## config.mk

```make
export PLATFORM = sky130hd
export DESIGN_NAME = pattern_scan_ctrl
export DESIGN_NICKNAME = d
export VERILOG_FILES = /design/src/rtl/pattern_scan_ctrl.sv
export SDC_FILE = /design/constraint.sdc
export NUM_CORES = 1
export LEC_CHECK = 0
export ABC_AREA = 1
export CAP_MARGIN = 20
export CORE_ASPECT_RATIO = 1.1
export CORE_MARGIN = 8
export CORE_UTILIZATION = 54
export CTS_BUF_LIST = sky130_fd_sc_hd__clkbuf_4
export CTS_CLUSTER_DIAMETER = 60
export DETAILED_ROUTE_END_ITERATION = 16
export PLACE_DENSITY = 0.9
export SYNTH_ARGS = -nofsm -noshare
export SYNTH_HDL_FRONTEND = slang
export SYNTH_SLANG_ARGS = --single-unit
```

## constraint.sdc

```tcl
create_clock -name clk -period 2.4 [get_ports clk]
set_input_delay 0.48 -clock clk [delete_from_list [all_inputs] [get_ports clk]]
set_output_delay 0.48 -clock clk [all_outputs]
set_load 0.01 [all_outputs]
```

## src/rtl/pattern_scan_ctrl.sv

```systemverilog
// rtl/pattern_scan_ctrl.sv - runtime-programmable serial pattern scan controller
// Idle-input timeout is compiled in only when PATTERN_SCAN_TIMEOUT_EN is defined.
module pattern_scan_ctrl #(
  parameter int PAT_W       = 4,
  parameter int DATA_W      = 8,
  parameter int CNT_W       = 8,
  parameter int LEN_W       = $clog2(PAT_W) + 1,
  parameter int TIMEOUT_CYC = 64
) (
  input  logic              clk,
  input  logic              rst,
  input  logic              cfg_we,
  input  logic [PAT_W-1:0]  cfg_pattern,
  input  logic [LEN_W-1:0]  cfg_len,
  input  logic              cfg_overlap,
  input  logic [CNT_W-1:0]  cfg_max_hits,
  input  logic              start,
  input  logic              abort,
  input  logic              in_valid,
  input  logic [DATA_W-1:0] in_data,
  output logic              in_ready,
  output logic              detected,
  output logic [CNT_W-1:0]  hit_count,
  output logic              busy,
  output logic              done,
  output logic              cfg_err,
  output logic              timeout,
  output logic [1:0]        prs_st
);

  localparam int IDX_W = (DATA_W > 1) ? $clog2(DATA_W) : 1;
  localparam logic [LEN_W-1:0] LEN_MAX = LEN_W'(PAT_W);
  localparam logic [IDX_W-1:0] IDX_MSB = IDX_W'(DATA_W - 1);
  localparam logic [CNT_W-1:0] CNT_SAT = '1;

  typedef enum logic [1:0] {
    S_IDLE  = 2'd0,
    S_ARMED = 2'd1,
    S_SHIFT = 2'd2,
    S_DONE  = 2'd3
  } state_t;

  state_t state, state_next;

  logic [PAT_W-1:0]  pat_r;
  logic [LEN_W-1:0]  len_r;
  logic              ovl_r;
  logic [CNT_W-1:0]  max_r;
  logic [DATA_W-1:0] word_r;
  logic [IDX_W-1:0]  bit_idx;
  logic [PAT_W-1:0]  hist, hist_next, len_mask;
  logic [LEN_W-1:0]  fill, fill_next;
  logic [CNT_W-1:0]  hit_inc;
  logic              len_ok, handshake, match, budget_hit, tmo_hit;

  // Only the low len bits of history take part in the compare.
  always_comb begin
    len_mask = '0;
    for (int i = 0; i < PAT_W; i++) begin
      len_mask[i] = (i < int'(len_r));
    end
  end

  assign len_ok     = (len_r != '0) && (len_r <= LEN_MAX);
  assign hist_next  = {hist[PAT_W-2:0], word_r[bit_idx]};
  assign fill_next  = (fill == LEN_MAX) ? fill : fill + LEN_W'(1);
  assign hit_inc    = (hit_count == CNT_SAT) ? hit_count : hit_count + CNT_W'(1);
  assign handshake  = in_valid && in_ready;
  assign match      = (state == S_SHIFT) && (fill_next >= len_r) &&
                      (((hist_next ^ pat_r) & len_mask) == '0);
  assign budget_hit = match && (max_r != '0) && (hit_inc == max_r);

`ifdef PATTERN_SCAN_TIMEOUT_EN
  localparam int TMO_W = $clog2(TIMEOUT_CYC + 1);
  localparam logic [TMO_W-1:0] TMO_LAST = TMO_W'(TIMEOUT_CYC - 1);

  logic [TMO_W-1:0] tmo_cnt;
  logic             timeout_r;

  assign tmo_hit = (state == S_ARMED) && !in_valid && (tmo_cnt == TMO_LAST);
  assign timeout = timeout_r;

  always_ff @(posedge clk) begin
    if (rst) begin
      tmo_cnt   <= '0;
      timeout_r <= 1'b0;
    end else begin
      timeout_r <= tmo_hit && !abort;
      if ((state == S_ARMED) && (state_next == S_ARMED) && !in_valid)
        tmo_cnt <= tmo_cnt + TMO_W'(1);
      else
        tmo_cnt <= '0;
    end
  end
`else
  logic tmo_unused;
  assign tmo_unused = (TIMEOUT_CYC != 0);
  assign tmo_hit    = 1'b0;
  assign timeout    = 1'b0;
`endif

  always_ff @(posedge clk) begin
    if (rst) state <= S_IDLE;
    else     state <= state_next;
  end

  always_comb begin
    state_next = state;
    in_ready   = 1'b0;
    busy       = 1'b0;
    done       = 1'b0;
    prs_st     = state;
    case (state)
      S_IDLE: begin
        if (start && len_ok) state_next = S_ARMED;
      end
      S_ARMED: begin
        in_ready = 1'b1;
        busy     = 1'b1;
        if (handshake)    state_next = S_SHIFT;
        else if (tmo_hit) state_next = S_DONE;
      end
      S_SHIFT: begin
        busy = 1'b1;
        if (budget_hit)          state_next = S_DONE;
        else if (bit_idx == '0)  state_next = S_ARMED;
      end
      S_DONE: begin
        done       = 1'b1;
        state_next = S_IDLE;
      end
      default: state_next = S_IDLE;
    endcase
    if (abort) state_next = S_IDLE;
  end

  always_ff @(posedge clk) begin
    if (rst) begin
      pat_r     <= PAT_W'(4'b1011);
      len_r     <= LEN_W'(4);
      ovl_r     <= 1'b0;
      max_r     <= '0;
      word_r    <= '0;
      bit_idx   <= '0;
      hist      <= '0;
      fill      <= '0;
      hit_count <= '0;
      detected  <= 1'b0;
      cfg_err   <= 1'b0;
    end else begin
      detected <= 1'b0;
      cfg_err  <= 1'b0;
      if (!abort) begin
        case (state)
          S_IDLE: begin
            // start evaluates len_r, so a same-cycle cfg_we lands after it.
            if (cfg_we) begin
              pat_r <= cfg_pattern;
              len_r <= cfg_len;
              ovl_r <= cfg_overlap;
              max_r <= cfg_max_hits;
            end
            if (start) begin
              if (len_ok) begin
                hit_count <= '0;
                hist      <= '0;
                fill      <= '0;
              end else begin
                cfg_err <= 1'b1;
              end
            end
          end
          S_ARMED: begin
            if (handshake) begin
              word_r  <= in_data;
              bit_idx <= IDX_MSB;
            end
          end
          S_SHIFT: begin
            hist    <= hist_next;
            bit_idx <= bit_idx - IDX_W'(1);
            if (match) begin
              detected  <= 1'b1;
              hit_count <= hit_inc;
              fill      <= ovl_r ? fill_next : '0;
            end else begin
              fill <= fill_next;
            end
          end
          default: ;
        endcase
      end
    end
  end

endmodule
```

After elaboration in Yosys (flattened, before gate mapping)
Cells that the tools add are included.
{"block": "word_totals", "out_inout_bits": 16, "word_cells": 92, "ff_bits": 45, "in_bits": 30}
{"block": "classes", "magnitude_cmp": 7, "reduce_logical": 24, "bitwise_logic": 6, "eq_ne": 12, "addsub": 3, "mux": 28}
{"operator": "2-to-1 mux 8 bit", "n": 4}
{"operator": "2-to-1 mux 3 bit", "n": 8}
{"operator": "one-hot mux 3 bit (2 select lines)", "n": 3}
{"operator": "one-hot mux 8 bit (2 select lines)", "n": 1}
{"operator": "AND reduction 3 bit", "n": 4}
{"operator": "!= test 2 bit (second input constant)", "n": 5}
{"operator": "adder 8 x 1 -> 8 bit (second input constant)", "n": 1}
{"operator": "== test 8 bit", "n": 1}
{"operator": "== test 8 bit (second input constant)", "n": 1}
{"operator": "2-to-1 mux 2 bit", "n": 4}
{"operator": "one-hot mux 2 bit (4 select lines)", "n": 1}
{"operator": "nonzero test 8 bit", "n": 1}
{"operator": "logical AND 1 bit", "n": 7}
{"operator": "less-than comparator 1 x 3 -> 1 bit (first input constant)", "n": 2}
{"operator": "less-than comparator 2 x 3 -> 1 bit (first input constant)", "n": 2}
{"operator": "2-to-1 mux 1 bit", "n": 6}
{"operator": "AND reduction 5 bit", "n": 1}
{"operator": "AND 4 bit", "n": 1}
{"operator": "== test 2 bit (second input constant)", "n": 2}
{"operator": "zero test 4 bit", "n": 1}
{"operator": "less-than comparator 3 x 4 -> 1 bit (second input constant)", "n": 1}
{"operator": "inverter 1 bit", "n": 4}
{"operator": "AND reduction 4 bit", "n": 1}
{"operator": "nonzero test 2 bit", "n": 2}
{"operator": "other kinds (15)", "n": 16}

Logic depth before layout (Yosys ltp)
Gate-level depths: netlist (run 1).
{"block": "depth", "depth_word": 10, "mapped_depth": 18, "ltp_nobuf": 18}

Least setup slack after synthesis (run 1)
Ideal clock, no wire load.
{"block": "synth_timing", "path_kind": "register to register", "from": "register fill[0]", "to": "register state[1], in the netlist prs_st[1]", "arrival_time_ns": 2.031, "setup_time_ns": 0.113, "setup_slack_ns": 0.256, "synth_period_minus_slack_ns": 2.144, "path_buffers": 0, "required_time_ns": 2.287, "stages_incl_launch_ff": 17, "cell_sequence": "dfxtp_1 -> inv_1 -> ha_1 -> nand2_1 -> o21ai_0 -> ha_1 -> nand2_1 -> o211ai_1 -> o211ai_1 -> nor2_1 -> nand2_1 -> nor2_1 -> nand3_2 -> nand2_2 -> nand2_2 -> nor2_1 -> nor2_1"}
{"block": "synth_between", "elab_chain_cells": 9, "word_cells_on_any_way": 12, "classes_between": "add/sub: 1; order compare: 1; eq/ne: 2; mux: 3; reduce/logical: 5"}
{"element": "start, declared", "line": "52", "text": "logic [LEN_W-1:0] fill, fill_next;"}
{"element": "start signal, assigned", "line": "185", "text": "fill <= ovl_r ? fill_next : '0;"}
{"element": "start signal, assigned", "line": "187", "text": "fill <= fill_next;"}
{"element": "adder 3 x 1 -> 3 bit or == test 3 bit (tied branches)", "line": "66", "text": "assign fill_next = (fill == LEN_MAX) ? fill : fill + LEN_W'(1);"}
{"element": "2-to-1 mux 3 bit (*)", "line": "66"}
{"element": ">= comparator 3 bit (*)", "line": "69", "text": "assign match = (state == S_SHIFT) && (fill_next >= len_r) &&"}
{"element": "logical AND 1 bit (*) (2 in a row)", "line": "69"}
{"element": "logical AND 1 bit (*) (2 in a row)", "line": "71", "text": "assign budget_hit = match && (max_r != '0) && (hit_inc == max_r);"}
{"element": "2-to-1 mux 2 bit or != test 3 x 2 -> 1 bit (tied branches)"}
{"element": "one-hot mux 2 bit (4 select lines) or AND reduction 3 bit (tied branches)"}
{"element": "end signal, assigned", "line": "104", "text": "else state <= state_next;"}
{"element": "end, declared", "line": "43", "text": "state_t state, state_next;"}
Mark *: on every way between the ends. The rest lies on a longest branch, timed or not.
A chain may end at the register's enable or synchronous reset.

Worst setup path in the final report (run 1)
{"block": "layout_timing", "from": "register fill[1]", "to": "register state[1], in the netlist prs_st[1]"}
Same word-level chain as after synthesis.

==> qor.txt, run 1 <==
Vias - 2403
Detailed Place HPWL - 4443 um
Crit path DAT - 2.58 ns
Placer Congestion - 0.8869
R2r startpoint - fill[1]$_SDFFE_PP0P_
Clock-pin slew on the worst setup and hold paths - 0.13 ns
Synthesized flop and latch total - 45
Most frequent cells in the layout - nand2_1, clkdlybuf4s50_1, dfxtp_1, inv_1, nor2_1
Total length of routed wires - 5932 um
Largest net degree at the start of global routing - 26
CP Class - reg -> reg
Die height - 85.99 um
Final cell count without fillers - 441
Unrepaired setup endpoints after global routing - true
Vias in the first global route - 2200
Fmax - 0.4334 GHz
Syn Area/Cell - 7.094 sq um
IR drop worst, VDD - 0.5821 mV
Pre-CTS setup slack - -0.01453 ns
Syn_nets - 381
Area contributors post-synth - dfxtp_1, nand2_1, ha_1, inv_1, a21oi_1
Async S/R FF share, synth - 0%
Post-route DRC - 0
Grt ovf - 0
Final hold slack - 0.4617 ns
Htree depth - 2
Netlist cell types - 34
Crit path capture type - flip-flop
Worst-case clock buffer depth - 2
Die W - 79.63 um
Worst Hold Launch - word_r[0]$_SDFFE_PP0P_
Final Max Slew Viols - 0
Slew margin rel. - 55.35%
Vias/cell - 5.449
Hold WC Path Type - reg -> reg
DIE AREA - 6847 sq um
DRT iter0 DRCs - 180
CP Launch Type - flip-flop
Ant diodes - 0
Status - complete, no violations
Final Critical Period - 2.307 ns
Synthesis Warnings - 0
Top-Level Pins - 46
# rows - 25
Core Footprint - 4285 sq um
Initial antenna violation count - 0
Post-Place Cells - 432
CTS Sinks - 45
Final ANT Viol Nets - 0
Top FF cell, synth - dfxtp_1
Ratio of cells with drive above 1 in the final layout - 11.63%
Max-Cap Viols - 0
Final setup viols - 0
Post-layout nets - 429
CTS tree - yes
First-pass GRT wire length - 9542 um
Yosys top cell by area - dfxtp_1
Mapped Area - 2405 sq um
Setup ws final - 0.09255 ns
Cells after Synth - 339
Post-synth EDFFs - 0
Least-Margin Pin Slew - 0.6690 ns
Clock skew - 0.01732 ns
Period utilization - 96.14%
PortBufs - 44
Initial Utilization - 56.12%
Drt pass-1 iters - 5
WL/cell - 13.45 um
Clk root buf - clkbuf_4
Synth top area share - 37.46%
Required time of the critical path - 2.67 ns
All-Layer GR Usage - 17.01%
Hold Fails Final Rpt - 0
Pwr per Cell Area - 525.7 nW/um^2
Most common cell after layout, fill and taps aside - nand2_1
Leakage - 1.242 nW
Clk_lat worst skew - 0.36 ns
Setup crit start - fill[1]$_SDFFE_PP0P_
Synth-to-Final Area Change - 27.42%
Sequential area share after synthesis - 37.46%
Worst Path Max Fanout - 4
Total CTS buffers - 5
[state kept, by name (all words and copies together) (netlist names)]
signal,count
bit_idx,3
cfg_err,1
detected,1
fill,3
hist,3
hit_count,8
len_r,3
max_r,8
ovl_r,1
pat_r,4
prs_st,2
word_r,8
[worst max-delay path: stages (launching register included)]
cell and delay, ns:
dfxtp_4 0.40, inv_4 0.05, ha_4 0.16, nand2_4 0.07
o21ai_2 0.06, ha_1 0.30, nand2_1 0.06, o211ai_1 0.18
o211ai_1 0.11, nor2_1 0.17, nand2_2 0.11, nor2_1 0.12
nand3_2 0.09, nand2_2 0.10, nand2_2 0.07, nor2_1 0.12
nor2_1 0.06
[area by class of cell]
| class | instances | area (sq um) |
|---|---|---|
| multi-input cells | 241 | 1356 |
| fillers | 345 | 1221 |
| flip-flops and latches | 45 | 908.4 |
| clock buffers | 5 | 37.54 |
| clock inverters | 2 | 35.03 |
| repair buffers | 50 | 489.2 |
| well taps | 54 | 67.56 |
| inverters | 44 | 170.2 |
[cell families (layout without fill, tap and decap cells)]
logic type,after synthesis,in the layout,share of synthesized area (%)
other cells,1,1,0.1559
xor+xnor,11,11,4.318
compound gates,70,70,16.60
simple gates,147,147,26.48
fa+ha+maj,12,12,6.243
buf+inv,53,101,8.741
flops,45,45,37.46
[stage by stage]
step	instance area (sq um)	power [mW]	setup TNS [ns]	utilization, %
3_3_place_gp	2898	1.148	0	67.62
3_5_place_dp	2898	1.159	-0.01453	67.62
5_1_grt	3064	1.686	-0.4187	71.50
4_1_cts	2988	1.604	0	69.72
6_report	3064	1.611	0	71.50
2_1_floorplan	2405	1.035	0	-
[final timing paths]
path | end | slack [ns] | depth (start not counted)
max | prs_st[1]$_SDFFE_PP0P_ | 0.09 | 16
min | word_r[0]$_SDFFE_PP0P_ | 0.46 | 2
max reg2reg | prs_st[1]$_SDFFE_PP0P_ | 0.09 | 16
min reg2reg | word_r[0]$_SDFFE_PP0P_ | 0.46 | 2
[synth_stat cells, types with 2 or more instances]
| cell type | n |
|---|---|
| a21oi_1 | 29 |
| dfxtp_1 | 45 |
| nor3_1 | 3 |
| o21ai_0 | 25 |
| inv_1 | 40 |
| inv_2 | 3 |
| ha_1 | 12 |
| clkbuf_1 | 7 |
| xnor2_1 | 4 |
| a22oi_1 | 4 |
| nand3_1 | 24 |
| nand2_1 | 70 |
| nand4_1 | 2 |
| nand3b_1 | 2 |
| nand2_2 | 4 |
| nor2_1 | 36 |
| o211ai_1 | 4 |
| nor2_2 | 2 |
| xor2_1 | 6 |
| nor2_4 | 2 |
| a221oi_1 | 2 |
[repair_timing]
action,CTS,global route
endpoints found under the setup margin,3,13
setup buffers,2,0
resized for setup,1,25
pin swaps,1,15
endpoints found under the hold margin,0,0
hold buffers,0,0
[layer usage]
layer	part of all wire, %	global-route usage, %	up-vias
met5	0	0	-
met4	1.9	5.734	0
met3	6.8	4.079	18
met2	51	30.12	98
met1	40	19.12	1097
li1	-	-	1190
[power by group]
group	switching, mW	internal (mW)
Combinational	0.188	0.151
Clock	0.246	0.212
Sequential	0.0300	0.784
Total	0.464	1.15
Power figures use the tool's default switching activity.
==> inputs of run 2 (changes only) <==
--- a/config.mk
+++ b/config.mk
@@ -14,6 +14,7 @@
 export CTS_CLUSTER_DIAMETER = 60
 export DETAILED_ROUTE_END_ITERATION = 16
 export PLACE_DENSITY = 0.9
+export SKIP_CTS_REPAIR_TIMING = 1
 export SYNTH_ARGS = -nofsm -noshare
 export SYNTH_HDL_FRONTEND = slang
 export SYNTH_SLANG_ARGS = --single-unit
==> run 2 against run 1 <==
Global-route usage fell by 0.15 points. Total power shrank 0.42%. Via count fell by 2.2%. Critical endpoint unchanged. Wire length down 2.5%. Final cell count is 0.45% lower. Fmax shrank 0.65%. Non-clock buffer count down 2. Setup slack got worse by 0.015 ns.
==> qor.txt, run 2 (synthesized netlist as in run 1, its figures left out) <==
Vias/cell - 5.351 (-1.8%)
Worst Path Max Fanout - 5 (+1)
Detailed Place HPWL - 4443 um (unchanged)
Total length of routed wires - 5781 um (-2.5%)
Final ANT Viol Nets - 0 (unchanged)
Largest net degree at the start of global routing - 26 (unchanged)
Hold Fails Final Rpt - 0 (unchanged)
Initial Utilization - 56.12% (unchanged)
Die height - 85.99 um (unchanged)
CP Launch Type - flip-flop
CP most frequent cell - nand2_2
Crit path capture type - flip-flop
Largest regs - hit_count (8), max_r (8), word_r (8)
CP Class - reg -> reg
Pwr per Cell Area - 528.7 nW/um^2 (+0.56%)
Final setup viols - 0 (unchanged)
CP max-delay cell - dfxtp_4
Placer Congestion - 0.8869 (unchanged)
Grt ovf - 0 (unchanged)
Final hold slack - 0.4609 ns (-0.0007600 ns)
Post-route DRC - 0 (unchanged)
Final Max Slew Viols - 0 (unchanged)
IR drop worst, VDD - 0.5784 mV (-0.65%)
Vias - 2349 (-2.2%)
Setup ws final - 0.07755 ns (-0.01500 ns)
Status - complete, no violations
All-Layer GR Usage - 16.86% (-0.15 points)
Crit path cell chain - inv_4 -> ha_4 -> nand2_4 -> o21ai_2 -> ha_1 -> nand2_1 -> o211ai_1 -> o211ai_1 -> nor2_1 -> nand2_2 -> nor2_2 -> nand3_2 -> nand2_2 -> nand2_2 -> nand2_2 -> nand2_1 -> nor2_1
Vias in the first global route - 2178 (-1.0%)
Buf/Inv on CP - 1 (unchanged)
Slew margin rel. - 57.75% (+2.4 points)
Leakage - 1.231 nW (-0.89%)
First-pass GRT wire length - 9459 um (-0.87%)
Hold WC Path Type - reg -> reg
DIE AREA - 6847 sq um (unchanged)
Synth-to-Final Area Change - 26.17%
Crit path DAT - 2.63 ns (+0.05 ns)
Fill cell total of the finished layout - 346 (+0.29%)
Required time of the critical path - 2.71 ns (+0.04 ns)
Clock-pin slew on the worst setup and hold paths - 0.13 ns (about the same)
Worst path top cell family by delay - simple AND/OR/NAND/NOR gates
Clk root buf - clkbuf_4
Fin util - 70.80% (-0.70 points)
CTS tree - yes
Top-Level Pins - 46 (unchanged)
Clock skew - 0.01308 ns (-0.004245 ns)
Total Neg Setup Slack - 0 ns (unchanged)
Clk_lat worst skew - 0.36 ns (about the same)
Unrepaired setup endpoints after global routing - true
Fmax - 0.4306 GHz (-0.65%)
Final Critical Period - 2.322 ns (+0.01500 ns)
PortBufs - 44 (unchanged)
Post-layout nets - 427 (-0.47%)
Worst-case clock buffer depth - 2 (unchanged)
Total CTS buffers - 5 (unchanged)
CTS Sinks - 45 (unchanged)
WL/cell - 13.17 um (-2.1%)
Ant diodes - 0 (unchanged)
Ratio of cells with drive above 1 in the final layout - 10.65% (-0.98 points)
Least-Margin Pin Slew - 0.6331 ns (-0.03584 ns)
Most common cell after layout, fill and taps aside - nand2_1
DRT iter0 DRCs - 143 (-21%)
Most frequent cells in the layout - nand2_1, clkdlybuf4s50_1, dfxtp_1, inv_1, nor2_1
Crit-path max cell delay - 0.40 ns (about the same)
Htree depth - 2 (unchanged)
Pre-CTS setup slack - -0.01453 ns (unchanged)
Period utilization - 96.77% (+0.63 points)
Drt pass-1 iters - 5 (unchanged)
# rows - 25 (unchanged)
Core Footprint - 4285 sq um (unchanged)
Initial antenna violation count - 0 (unchanged)
Die W - 79.63 um (unchanged)
Max-Cap Viols - 0 (unchanged)
==> run 2: cell count changes in the layout (fill, tap and decap cells not counted), sizes merged <==
cell and delta:
buf -2
==> run 2: report_power, final <==
| part | internal (mW) | leakage [nW] | switching (mW) |
|---|---|---|---|
| logic | 0.152 | 0.822 | 0.187 |
| registers | 0.784 | 0.368 | 0.0299 |
| clock network | 0.212 | 0.0410 | 0.239 |
==> run 2: per-layer routing <==
metal  wire [um]  share of wire, %  global-route usage (%)
met5           0                 0                       0
met4          42              0.73                   5.734
met3         317               5.5                   4.079
met2        3078                53                   29.82
met1        2342                41                   18.94
==> run 2: per-stage QoR <==
| stage | total power, mW | area, sq um | std cells |
|---|---|---|---|
| 6_report | 1.604 | 3034 | 439 |
| 5_1_grt | 1.688 | 3034 | 439 |
| 4_1_cts | 1.603 | 2970 | 439 |
| 3_5_place_dp | 1.159 | 2898 | 432 |
| 3_3_place_gp | 1.148 | 2898 | 432 |
| 2_1_floorplan | 1.035 | 2405 | 339 |
==> run 2: worst reg2reg max path, delay by kind of cell (launching register included) <==
family                   cells  cell delay (ns)
buffers and inverters        1             0.04
flip-flops                   1             0.40
adder cells (fa/ha/maj)      2             0.47
AND/OR/NAND/NOR             11             1.02
AO/OA/AOI/OAI                3             0.35
==> run 2: layout make-up <==
class                           count  area, sq um  share of cell area, %
Clock buffer                        5        37.54                  1.237
Clock inverter                      2        35.03                  1.155
Inverter                           44        170.2                  5.608
Multi-Input combinational cell    241         1345                  44.33
Sequential cell                    45        908.4                  29.94
Tap cell                           54        67.56                  2.227
Timing Repair Buffer               48        470.5                  15.51
==> run 2: final timing paths <==
| path | from | end | slack (ns) | cells past startpoint |
|---|---|---|---|---|
| worst min-delay path | word_r[0]$_SDFFE_PP0P_ | word_r[0]$_SDFFE_PP0P_ | 0.46 | 2 |
| worst max register to register | fill[1]$_SDFFE_PP0P_ | prs_st[1]$_SDFFE_PP0P_ | 0.08 | 17 |
| worst min register to register | word_r[0]$_SDFFE_PP0P_ | word_r[0]$_SDFFE_PP0P_ | 0.46 | 2 |
| worst max-delay path | fill[1]$_SDFFE_PP0P_ | prs_st[1]$_SDFFE_PP0P_ | 0.08 | 17 |
==> inputs of run 3 (changes only) <==
--- a/config.mk
+++ b/config.mk
@@ -6,6 +6,7 @@
 export NUM_CORES = 1
 export LEC_CHECK = 0
 export ABC_AREA = 1
+export ABC_CLOCK_PERIOD_IN_PS = 2400
 export CAP_MARGIN = 20
 export CORE_ASPECT_RATIO = 1.1
 export CORE_MARGIN = 8
==> results of run 3 <==
Final layout, timing and power as in run 2 (identical DEF).
